## src/rtl/serial_right_shifter.sv

```systemverilog
// -----------------------------------------------------------------------------
// serial_right_shifter
//
// Purpose:
//   Multi-cycle right-shift unit for the datapath ALU (SRL/SRLI, SRA/SRAI).
//   The operand is shifted one bit per clock. A start/ready/done handshake
//   lets the controller stall the datapath while the unit is busy. The
//   result is registered and held until the next operation completes.
//
// Ports:
//   i_clock    in   1        rising-edge clock
//   i_reset    in   1        asynchronous, active-high; clears all state
//   i_start    in   1        request; accepted on a rising edge while o_ready=1
//   i_operand  in   WIDTH    value to shift, sampled at acceptance
//   i_shamt    in   SHAMT_W  shift amount 0..WIDTH-1, sampled at acceptance
//   i_arith    in   1        1 = arithmetic (sign fill), 0 = logical (zero fill)
//   o_ready    out  1        unit can accept i_start this cycle
//   o_busy     out  1        shift in progress
//   o_done     out  1        one-cycle pulse: o_result holds a new value
//   o_result   out  WIDTH    last completed shift result
// -----------------------------------------------------------------------------
module serial_right_shifter #(
    parameter int WIDTH   = 32,
    parameter int SHAMT_W = $clog2(WIDTH)
) (
    input  logic               i_clock,
    input  logic               i_reset,
    input  logic               i_start,
    input  logic [WIDTH-1:0]   i_operand,
    input  logic [SHAMT_W-1:0] i_shamt,
    input  logic               i_arith,
    output logic               o_ready,
    output logic               o_busy,
    output logic               o_done,
    output logic [WIDTH-1:0]   o_result
);

    localparam logic [1:0] S_IDLE  = 2'd0;
    localparam logic [1:0] S_SHIFT = 2'd1;
    localparam logic [1:0] S_DONE  = 2'd2;

    localparam logic [WIDTH-1:0] MSB_MASK = {1'b1, {(WIDTH-1){1'b0}}};

    logic [1:0]         r_state;
    logic [WIDTH-1:0]   r_work;
    logic [SHAMT_W-1:0] r_count;
    logic               r_arith;
    logic [WIDTH-1:0]   r_result;

    logic               w_fill;
    logic [WIDTH-1:0]   w_shifted;

    // The sign bit travels with the shift itself: after each step the MSB
    // still equals the sign latched at acceptance, so re-using it as the
    // fill bit gives arithmetic behaviour without a separate sign register.
    assign w_fill    = r_arith & r_work[WIDTH-1];
    assign w_shifted = (r_work >> 1) | (MSB_MASK & {WIDTH{w_fill}});

    // IDLE and DONE both accept a new request, so back-to-back operations
    // cost no bubble cycle.
    assign o_ready  = (r_state != S_SHIFT);
    assign o_busy   = (r_state == S_SHIFT);
    assign o_done   = (r_state == S_DONE);
    assign o_result = r_result;

    always_ff @(posedge i_clock or posedge i_reset) begin
        if (i_reset) begin
            r_state  <= S_IDLE;
            r_work   <= '0;
            r_count  <= '0;
            r_arith  <= 1'b0;
            r_result <= '0;
        end else begin
            case (r_state)
                S_IDLE, S_DONE: begin
                    if (i_start) begin
                        r_work  <= i_operand;
                        r_count <= i_shamt;
                        r_arith <= i_arith;
                        if (i_shamt == '0) begin
                            // Zero shift completes on the accept edge itself.
                            r_result <= i_operand;
                            r_state  <= S_DONE;
                        end else begin
                            r_state  <= S_SHIFT;
                        end
                    end else begin
                        r_state <= S_IDLE;
                    end
                end
                S_SHIFT: begin
                    r_work  <= w_shifted;
                    r_count <= r_count - SHAMT_W'(1);
                    // Last step: publish the final value straight from the
                    // shifter so intermediate values never reach o_result.
                    if (r_count == SHAMT_W'(1)) begin
                        r_result <= w_shifted;
                        r_state  <= S_DONE;
                    end
                end
                default: begin
                    r_state <= S_IDLE;
                end
            endcase
        end
    end

endmodule

```

## config.mk

```make
export PLATFORM = sky130hd
export DESIGN_NAME = serial_right_shifter
export DESIGN_NICKNAME = d
export VERILOG_FILES = /design/src/rtl/serial_right_shifter.sv
export SDC_FILE = /design/constraint.sdc
export NUM_CORES = 1
export LEC_CHECK = 0
export ABC_AREA = 0
export CORE_MARGIN = 8
export CORE_UTILIZATION = 53
export DETAILED_ROUTE_END_ITERATION = 10
export PLACE_DENSITY = 0.91
export RECOVER_POWER = 25
export SETUP_SLACK_MARGIN = 0.05
export SLEW_MARGIN = 10
export SYNTH_ARGS = -nofsm -noshare
export SYNTH_HDL_FRONTEND = slang
export SYNTH_SLANG_ARGS = --single-unit
```

## constraint.sdc

```tcl
create_clock -name i_clock -period 5.01 [get_ports i_clock]
set_clock_uncertainty 0.05 [all_clocks]
set_input_delay 1.002 -clock i_clock [delete_from_list [all_inputs] [get_ports i_clock]]
set_output_delay 1.002 -clock i_clock [all_outputs]
set_load 0.01 [all_outputs]
```

Yosys cells after proc, flatten, opt, wreduce, memory -nomap -nowiden
Cells that the tools add are included.
{"block": "totals", "word_cells": 34, "inputBits": 41, "regBits": 72, "out_inout_bits": 35}
{"block": "classes", "bitwise": 2, "n_reduce_logical": 7, "eq_ne": 7, "mux": 12, "add_sub_neg": 1}
{"op": "$mux W32", "n": 4}
{"op": "$pmux W32 S2", "n": 2}
{"op": "$or A31 B32 Y32", "n": 1}
{"op": "$pmux W5 S2", "n": 1}
{"op": "$mux W2", "n": 3}
{"op": "$eq A5 B1 Y1 const B", "n": 1}
{"op": "$logic_not A5 Y1", "n": 1}
{"op": "$mux W5", "n": 1}
{"op": "$sub A5 B1 Y5 const B", "n": 1}
{"op": "$ne A2 B1 Y1 const B", "n": 2}
{"op": "$ne A2 B2 Y1 const B", "n": 2}
{"op": "$pmux W2 S2", "n": 1}
{"op": "$reduce_and A2 Y1", "n": 2}
{"op": "$reduce_and A4 Y1", "n": 1}
{"op": "$eq A2 B1 Y1 const B", "n": 1}
{"op": "$eq A2 B2 Y1 const B", "n": 1}
{"op": "$logic_not A2 Y1", "n": 1}
{"op": "$reduce_bool A2 Y1", "n": 1}
{"op": "$reduce_or A2 Y1", "n": 1}
{"op": "$and A1 B1 Y1", "n": 1}

Depth between registers and ports, before layout
{"block": "depth", "word_depth": 4, "mapped_depth": 7, "ltp_nobuf": 5}

Least setup slack after synthesis
No wires, ideal clock.
{"block": "synth_timing", "path_kind": "input-to-reg", "start": "input port i_shamt[1]", "end": "register r_result[0], in the netlist o_result[0]", "path_buffers": 0, "stages": 3, "arrival_time_ps": 2295, "required_ps": 4835, "setup_ps": 125, "setup_slack_ps": 2540, "cell_sequence": "or4_4 -> o32ai_4 -> mux2_4"}
{"block": "synth_via", "elab_chain_len": 3}
{"element": "start, declared", "line": "30", "source": "input logic [SHAMT_W-1:0] i_shamt,"}
{"element": "$logic_not A5 Y1", "line": "80", "source": "if (i_shamt == '0) begin"}
{"element": "$ne A2 B2 Y1 (no source line)"}
{"element": "$reduce_and A4 Y1 (no source line)"}
{"element": "end signal, assigned", "line": "82", "source": "r_result <= i_operand;"}
{"element": "end signal, assigned", "line": "97", "source": "r_result <= w_shifted;"}
{"element": "end, declared", "line": "48", "source": "logic [WIDTH-1:0] r_result;"}
Every way passes these cells.
A chain may end at the register's enable or synchronous reset.

Worst setup path after layout
{"block": "layout_timing", "start": "register r_state[0]", "end": "output port o_ready"}
{"block": "layout_via", "elab_chain_len": 1}
{"element": "start, declared", "line": "44", "source": "logic [1:0] r_state;"}
{"element": "start signal, assigned", "line": "68", "source": "r_state <= S_IDLE;"}
{"element": "start signal, assigned", "line": "83", "source": "r_state <= S_DONE;"}
{"element": "start signal, assigned", "line": "85", "source": "r_state <= S_SHIFT;"}
{"element": "$ne A2 B1 Y1", "line": "61", "source": "assign o_ready = (r_state != S_SHIFT);"}
{"element": "end, declared", "line": "32", "source": "output logic o_ready,"}
Every way passes these cells.

==> results by group <==
Status
  • Status: finished with violations
  • Failing checks: capacitance limit, slew limit

Clock tree
  • CTS buffer count: 9
  • Root Buffer: clkbuf_8
  • CTS Buffer Depth: 2
  • Register clock-pin slew on the reported worst setup and hold paths: around 0.07 ns
  • CTS Sinks: slightly above 70
  • Clk_lat worst skew: ~0.34 ns
  • Hold buffer count at CTS: 0
  • Post-CTS sizing: 0
  • CTS H-tree depth: 3
  • CTS tree: yes
  • Post-CTS setup buffer count: 0

STA
  • RSZ-0062 raised after global routing: false
  • Final Hold Viols: 0
  • Max-slew violations: 46
  • Worst-margin pin slew: about 1.7 ns
  • Max Clk Rate: about 0.31 GHz
  • Relative slew slack: -12.8%
  • Tcrit/Tclk final: between 60% and 70%
  • Final setup TNS: 0 ns
  • Setup-failing EPs final: 0
  • Minimum clock period: approximately 3.2 ns
  • Final hold slack: 0.467 ns

Global route
  • GR Util All Layers: 17.6%
  • First-pass GRT wire length: between 10000 and 15000 µm
  • Gr ovfl total: 0
  • Initial antenna violation count: 0
  • Vias in the first global route: 2574
  • Largest net degree at the start of global routing: between 50 and 60

Placed design
  • Number of port buffers: 75
  • Gpl congestion: ~0.82
  • Post-detail-place hpwl: 5020 µm

Floorplanning
  • Core Region: 5920 µm²
  • IO Pins: 76
  • Row count: 28
  • Die width: approximately 94 µm
  • Die ar.: between 8000 and 9000 µm²
  • Die H: ~94 µm
  • Starting Density: between 50% and 60%

Synthesis
  • Sequential area share after synthesis: 55.1%
  • Synth cell types: 33
  • Number of enable flip-flop cells after synthesis: 0
  • Post-synthesis cell count: around 280
  • Post-synth ARST share: 100%
  • Avg Inst Size Synth: between 10 and 15 µm²
  • Syn nets: 325
  • Synth Warn #: 0
  • Synthesized flop and latch total: between 70 and 80
  • Synthesized area: ~3200 µm²
  • Ys flop type: dfrtp_1

Drt
  • DR iter-0 viols: about 110
  • Drt drc: 0
  • DR vias/cell: ~5.4
  • WL/cell: about 17 µm
  • Detailed Routing Iterations Pass 1: 4
  • DRT Wirelength: 7300 µm
  • Final ANT Viol Nets: 0
  • Vias: around 2300

Critical path
  • Worst setup path category: register to output pin
  • Crit path DAT: about 2.2 ns
  • WP data required: slightly below 4 ns
  • Crit end category: output pin
  • Critical Path Fanout Max: 15
  • Crit path launch type: register

Layout
  • Area of the multi-input gates: 1210 µm²
  • Final-layout fill cell count: about 430
  • Storage cell area: 1780 µm²
  • Synth-to-Final Area Change: 29.7%
  • Commonest cells after routing, fill and taps aside: clkdlybuf4s50_1, dfrtp_1, mux2i_1
  • Final net count: slightly below 400
  • Antenna Cells: 0
  • Fraction of layout cells with a size suffix above 1: 7.52%
  • Most common cell after layout, fill and taps aside: clkdlybuf4s50_1

Power
  • Max IR drop VDD: roughly 0.51 mV
  • Leakage: 1.84 nW
  • PwrDens: 651 nW/µm²

Min path
  • Hold/Removal Path Class: register to register

Run
  • Max-Cap Viols: 1
-- cells by family after synthesis --
family | Yosys count | share of synthesized area (%)
AND/OR/NAND/NOR | 51 | 8.26
adder cells (fa/ha/maj) | 2 | 0.775
buffers and inverters | 53 | 7.44
AO/OA/AOI/OAI | 38 | 7.25
flip-flops | 71 | 55.1
multiplexers | 67 | 21.2
-- metal layers --
metal	part of all wire (%)	global-route usage [%]	vias up
met3	7.5	5.52	9
met2	46	27.1	73
met4	1.5	7.93	0
met5	0	0	-
met1	45	22.0	1141
li1	-	-	1114
-- sequential cells by signal, summed over array words and instances, names as in the netlist --
name      count
o_result     32
r_state       2
r_count       5
r_arith       1
r_work       31
-- through the flow --
step / cell area, µm² / setup slack [ns] / util, % / power (mW) / instances
finish: 4190 / 1.80 / 70.7 / 2.72 / 434
CTS: 4190 / 1.78 / 70.7 / 2.75 / 434
detailed placement: 4000 / 1.75 / 67.5 / 2.30 / 418
global placement: 4000 / 1.78 / 67.5 / 2.25 / 418
global route: 4190 / 1.72 / 70.7 / 2.91 / 434
floorplan: 3230 / 2.16 / - / 1.81 / 282
-- final timing paths --
path | slack, ns | depth (start not counted) | endpoint | start
worst max register to register | 2.19 | 3 | r_work[31] | r_state[0]
worst min-delay path | 0.47 | 2 | r_arith | r_arith
worst min register to register | 0.47 | 2 | r_arith | r_arith
max in group asynchronous | 2.17 | 3 | o_result[12] | i_reset
min in group asynchronous | 1.59 | 2 | r_work[12] | i_reset
worst max-delay path | 1.80 | 2 | o_ready | r_state[0]
-- final cells by class --
cell class	count	share of cell area [%]
Sequential cell	71	42.5
Multi-Input combinational cell	158	29.0
Timing Repair Buffer	79	18.7
Clock buffer	12	3.47
Inverter	35	3.14
Tap cell	75	2.24
Clock inverter	4	1.08
-- critical path: stages, from the launching register on --
cell             delay, ns
dfrtp_1               0.45
nand2b_1              0.68
clkdlybuf4s50_1       0.69
-- report_power, final --
group	internal, mW	switching, mW
sequential	0.867	0.173
clock	0.241	0.199
combinational	0.621	0.623
-- cells in the mapped netlist, types with 2 or more instances --
cell type	number	area share (%)
buf_2	3	0.47
clkbuf_1	9	1.0
inv_1	34	4.0
nand3_1	2	0.31
mux2i_1	62	19
buf_1	2	0.23
buf_8	3	1.4
nand2_1	9	1.0
nor3_1	31	4.8
dfrtp_1	71	55
nor2b_1	2	0.39
a21oi_1	30	4.7
mux2_4	2	0.93
ha_1	2	0.78
mux2_2	2	0.70
Note: power is estimated with default switching activity, not from simulation.
==> edit 1 (same flow settings) <==
The parameter `WIDTH` goes from 32 to 16.
--- a/src/rtl/serial_right_shifter.sv
+++ b/src/rtl/serial_right_shifter.sv
@@ -20,7 +20,7 @@
 //   o_result   out  WIDTH    last completed shift result
 // -----------------------------------------------------------------------------
 module serial_right_shifter #(
-    parameter int WIDTH   = 32,
+    parameter int WIDTH   = 16,
     parameter int SHAMT_W = $clog2(WIDTH)
 ) (
     input  logic               i_clock,
Ports: changed (resized i_operand, i_shamt and o_result); port bits go from 76 to 43. No check against the original RTL was run, so the function may have changed too.
==> edit 1 against the unedited design <==
The flow still finishes with violations (max-capacitance violations, max-slew violations). Total power is 43% lower. Die area is 34% lower. Design area is 42% lower. Sequential cell count is 33 lower. Non-clock buffer count is 34 lower. Register-to-register slack better by 0.45 ns. Routed wire length is 38% lower. Via count is 35% lower. Combinational power is 39% lower. Critical path depth stayed put. First-iteration DRC count is 15% higher. Sequential power is 47% lower. Worst setup slack better by 0.13 ns. Area after synthesis is 40% lower. Largest power group unchanged. Highest routed layer unchanged.
==> edit 1: results (changes against the unedited design) <==
| Metric | Value |
|---|---|
| R2R depth | `5 (was 3)` |
| Failing checks | `max-capacitance violations, max-slew violations (unchanged)` |
| Register area share after synthesis | `48.9% (was 55.1%)` |
| Max reg flops | `16 (was 32)` |
| Slew Viols, Final | `39 (was 46)` |
| Vias per cell | `5.76 (was 5.38)` |
| Port Buffer Count | `42 (was 75)` |
| VDD IR max | `0.441 mV (was 0.506 mV)` |
| Worst R2R End | `o_result[0]$_DFFE_PP0P_ (was r_work[31]$_DFFE_PP0P_)` |
| Largest net degree at the start of global routing | `50 (was 58)` |
| Worst hold slack | `0.455 ns (was 0.467 ns)` |
| Synth cell count leaders | `38 x dfrtp_1, 33 x nand2_1, 16 x mux2i_1 (was 71 x dfrtp_1, 62 x mux2i_1, 34 x inv_1)` |
| GP Congestion | `0.828 (was 0.823)` |
| Cells after DPL | `254 (was 418)` |
| Fill cells | `278 (was 427)` |
| Cells after Synth | `177 (was 282)` |
| Overall routing resource usage | `15.9% (was 17.6%)` |
| Synth area leaders | `dfrtp_1 49%, mux2i_1 8.2%, nand2_1 6.4% (was dfrtp_1 55%, mux2i_1 19%, nor3_1 4.8%)` |
| Netlist cell types | `29 (was 33)` |
| H-tree levels | `2 (was 3)` |
| Clk_lat worst skew | `0.29 ns (was 0.34 ns)` |
| Clock buffer count from CTS | `5 (was 9)` |
| Max_slew headroom | `-33.6% (was -12.8%)` |
| Maxcap violations | `1 (unchanged)` |
| Run status | `complete, but fails checks (unchanged)` |
| Post-DP HPWL | `3060 um (was 5020 um)` |
edit 1: cell types whose count changed after synthesis, sizes merged, moves of 24 or more:
cell and delta:
nand2 +24, mux2i -46, inv -28, dfrtp -33, a21oi -30, nor3 -30
edit 1: where the power goes:
part | total [mW] | switching, mW | leakage (nW) | internal, mW
clock | 0.244 | 0.105 | 0.0575 | 0.139
combinational | 0.752 | 0.393 | 0.502 | 0.359
sequential | 0.551 | 0.0989 | 0.465 | 0.452
total | 1.55 | 0.597 | 1.02 | 0.950
edit 1: layout make-up:
type                       instances  area share, %
clock buffer                       8           4.50
inverter                           7           1.07
multi-input combinational        116           35.1
sequential                        38           38.9
tap                               48           2.46
timing repair buffer              45           18.0
edit 1: stage by stage:
step | area, um2 | setup WS, ns | util (%)
after floorplan | 1940 | 2.85 | -
after global placement | 2340 | 1.87 | 64.9
after detailed placement | 2340 | 1.84 | 64.9
after CTS | 2450 | 1.90 | 67.9
after global routing | 2450 | 1.62 | 67.8
final | 2450 | 1.93 | 67.8
edit 1: worst register-to-register path: cells and delay by family (launching register included):
kind	cells	cell delay [ns]
buffers and inverters	1	0.11
AOI/OAI and AO/OA	1	0.39
and+or+nand+nor	1	0.81
adders and majority gates	1	0.15
muxes	1	0.33
DFF	1	0.42
edit 1: per-layer routing:
metal	part of all wire, %	vias to the layer above	track usage (%)
met4	2.2	0	8.08
met5	0	-	0
met3	5.1	8	5.07
li1	-	720	-
met2	52	41	25.9
met1	41	741	18.2
edit 1: cell families after synthesis:
family	after synthesis	share of synthesized area, %
AOI/OAI and AO/OA	50	21.4
and+or+nand+nor	44	10.5
adders and majority gates	2	1.29
muxes	20	10.9
buffers and inverters	23	7.01
DFF	38	48.9
==> edit 2 (same settings) <==
Without the edit above. Reset style: synchronous (`i_reset`), changed in one clocked block. Comments in the files are not updated.
--- a/src/rtl/serial_right_shifter.sv
+++ b/src/rtl/serial_right_shifter.sv
@@ -63,7 +63,7 @@
     assign o_done   = (r_state == S_DONE);
     assign o_result = r_result;
 
-    always_ff @(posedge i_clock or posedge i_reset) begin
+    always_ff @(posedge i_clock) begin
         if (i_reset) begin
             r_state  <= S_IDLE;
             r_work   <= '0;
Behaviour: differs if i_reset is asserted again (counterexample within 4 cycles, from zero or initial values and one cycle with i_reset high); with i_reset held inactive, the same outputs for 10 cycles.
==> edit 2 against the unedited design <==
Design area decreased by 7.4%. Die area down 7.8%. Sequential cell count is the same. Utilization grew 1.0 points. Routed wire length shrank 9.4%. Maximum frequency fell by 2.7%. Synthesized cell count rose by 6.4%. Area after synthesis fell by 9.4%. Worst hold slack got worse by 0.049 ns. Worst setup slack got worse by 0.089 ns. Non-clock buffer count fell by 1. Cell count rose by 1.4%. Largest cell class unchanged.
Power is not compared: it rests on default switching activity, and its combinational part moved more than twofold at a synthesized area within 25%.
==> edit 2: results (changes against the unedited design) <==
| Metric | Value |
|---|---|
| Run status | `complete, no violations (was complete, but fails checks)` |
| Synth cell count leaders | `71 x dfxtp_1, 70 x nor2_1, 45 x a211oi_1 (was 71 x dfrtp_1, 62 x mux2i_1, 34 x inv_1)` |
| M3 GR Usage | `4.49% (was 5.52%)` |
| Via count | `2359 (was 2337)` |
| Layout cells sized above 1 | `11.1% (was 7.52%)` |
| Setup Buffers After CTS | `0 (unchanged)` |
| Met1 Use GR | `18.4% (was 22.0%)` |
| Routed wire length | `6610 um (was 7300 um)` |
| Hold endpoint | `r_arith$_SDFFE_PP0P_ (was r_arith$_DFFE_PP0P_)` |
| Clk buf depth | `2 (unchanged)` |
| Global-route wire length before repair | `10900 um (was 12300 um)` |
| Syn nets | `343 (was 325)` |
| Overall routing resource usage | `16.1% (was 17.6%)` |
| VDD IR max | `0.232 mV` |
| Final Non-Filler Cells | `440 (was 434)` |
| Worst Path Arrival | `2.25 ns (was 2.16 ns)` |
| CP Max Fanout | `22 (was 15)` |
| DP Area | `0.00367 mm2 (was 0.00400 mm2)` |
| Synth area leaders | `dfxtp_1 49%, a211oi_1 12%, mux2i_1 10% (was dfrtp_1 55%, mux2i_1 19%, nor3_1 4.8%)` |
| 1st-iter DRT viols | `72 (was 111)` |
| Async SR Flop Fraction | `0% (was 100%)` |
| Clk root buf | `clkbuf_8 (unchanged)` |
| # resized after CTS | `0 (unchanged)` |
| Worst Max-Slew Pin Slew | `1.05 ns (was 1.69 ns)` |
| Worst R2R Start | `r_state[1]$_SDFFE_PP0P_ (was r_state[0]$_DFFE_PP0P_)` |
| Dpl ws | `1.64 ns (was 1.75 ns)` |
| Netlist cell types | `26 (was 33)` |
| Hold wc startpoint | `r_arith$_SDFFE_PP0P_ (was r_arith$_DFFE_PP0P_)` |
| Power per Cell Area | `349 mW/mm2` |
| Worst R2R End | `r_work[11]$_SDFFE_PP0P_ (was r_work[31]$_DFFE_PP0P_)` |
| Largest net degree at the start of global routing | `72 (was 58)` |
| Main synth FF type | `dfxtp_1 (was dfrtp_1)` |
| Worst R2R Setup Slack | `2.38 ns (was 2.19 ns)` |
| Worst hold slack | `0.418 ns (was 0.467 ns)` |
| Number of diodes | `0 (unchanged)` |
| R2R depth | `5 (was 3)` |
| Clock buffer count from CTS | `9 (unchanged)` |
| M2 GR Usage | `27.1% (about the same)` |
| Cells after Synth | `300 (was 282)` |
| Post-layout nets | `406 (was 397)` |
| Cells after DPL | `424 (was 418)` |
| Post-DP HPWL | `4480 um (was 5020 um)` |
| Yosys warns | `0 (unchanged)` |
| Register area share after synthesis | `48.6% (was 55.1%)` |
| GP Congestion | `0.749 (was 0.823)` |
edit 2: changes by cell type in the layout (fill, tap and decap cells not counted), moves of 17 or more:
cell             delta
clkdlybuf4s50_1    -22
dfxtp_1            +71
dlygate4sd3_1      +21
nor3_1             -31
mux2i_1            -32
inv_1              -30
a211oi_1           +45
dfrtp_1            -71
nor2_1             +69
a211oi_2           +17
a21oi_1            -24
edit 2: worst max-delay path by stage:
stage	start	endpoint	slack, ns	depth (start not counted)
3_5_place_dp	i_shamt[1]	o_result[7]$_SDFFE_PP0P_	1.64	6
3_3_place_gp	i_shamt[1]	o_result[0]$_SDFFE_PP0P_	1.73	6
2_1_floorplan	i_shamt[1]	o_result[18]$_SDFFE_PP0P_	2.58	6
6_report	r_state[1]$_SDFFE_PP0P_	o_ready	1.71	3
4_1_cts	r_state[1]$_SDFFE_PP0P_	o_ready	1.71	3
5_1_grt	r_state[1]$_SDFFE_PP0P_	o_ready	1.63	3
edit 2: final cells by class:
type | instances | area, um2
timing repair buffer | 78 | 768
clock inverter | 3 | 40.0
sequential | 71 | 1420
inverter | 4 | 15.0
tap | 72 | 90.1
multi-input combinational | 199 | 1370
fill | 427 | 1530
clock buffer | 13 | 169
edit 2: critical path: stages, from the launching register on:
cell             delay (ns)
dfxtp_1                0.33
nand2b_2               0.50
buf_4                  0.44
clkdlybuf4s50_1        0.62
edit 2: cells by family after synthesis:
kind of cell / count (synthesis) / synth area share [%]
simple gates: 90 / 12.5
mux: 32 / 11.0
buf+inv: 30 / 5.01
fa+ha+maj: 2 / 0.856
compound gates: 75 / 22.0
flops: 71 / 48.6
edit 2: where the power goes:
part	total [mW]	switching, mW	internal [mW]	leakage [nW]
Sequential	0.643	0.0287	0.615	0.583
Clock	0.465	0.196	0.269	0.109
Combinational	0.243	0.128	0.116	0.871
Total	1.35	0.352	0.999	1.56
edit 2: layer usage:
layer  share of wire [%]  wire (um)
met1                  46       3010
met2                  48       3190
met5                   0          0
met3                 4.4        291
met4                 1.7        109
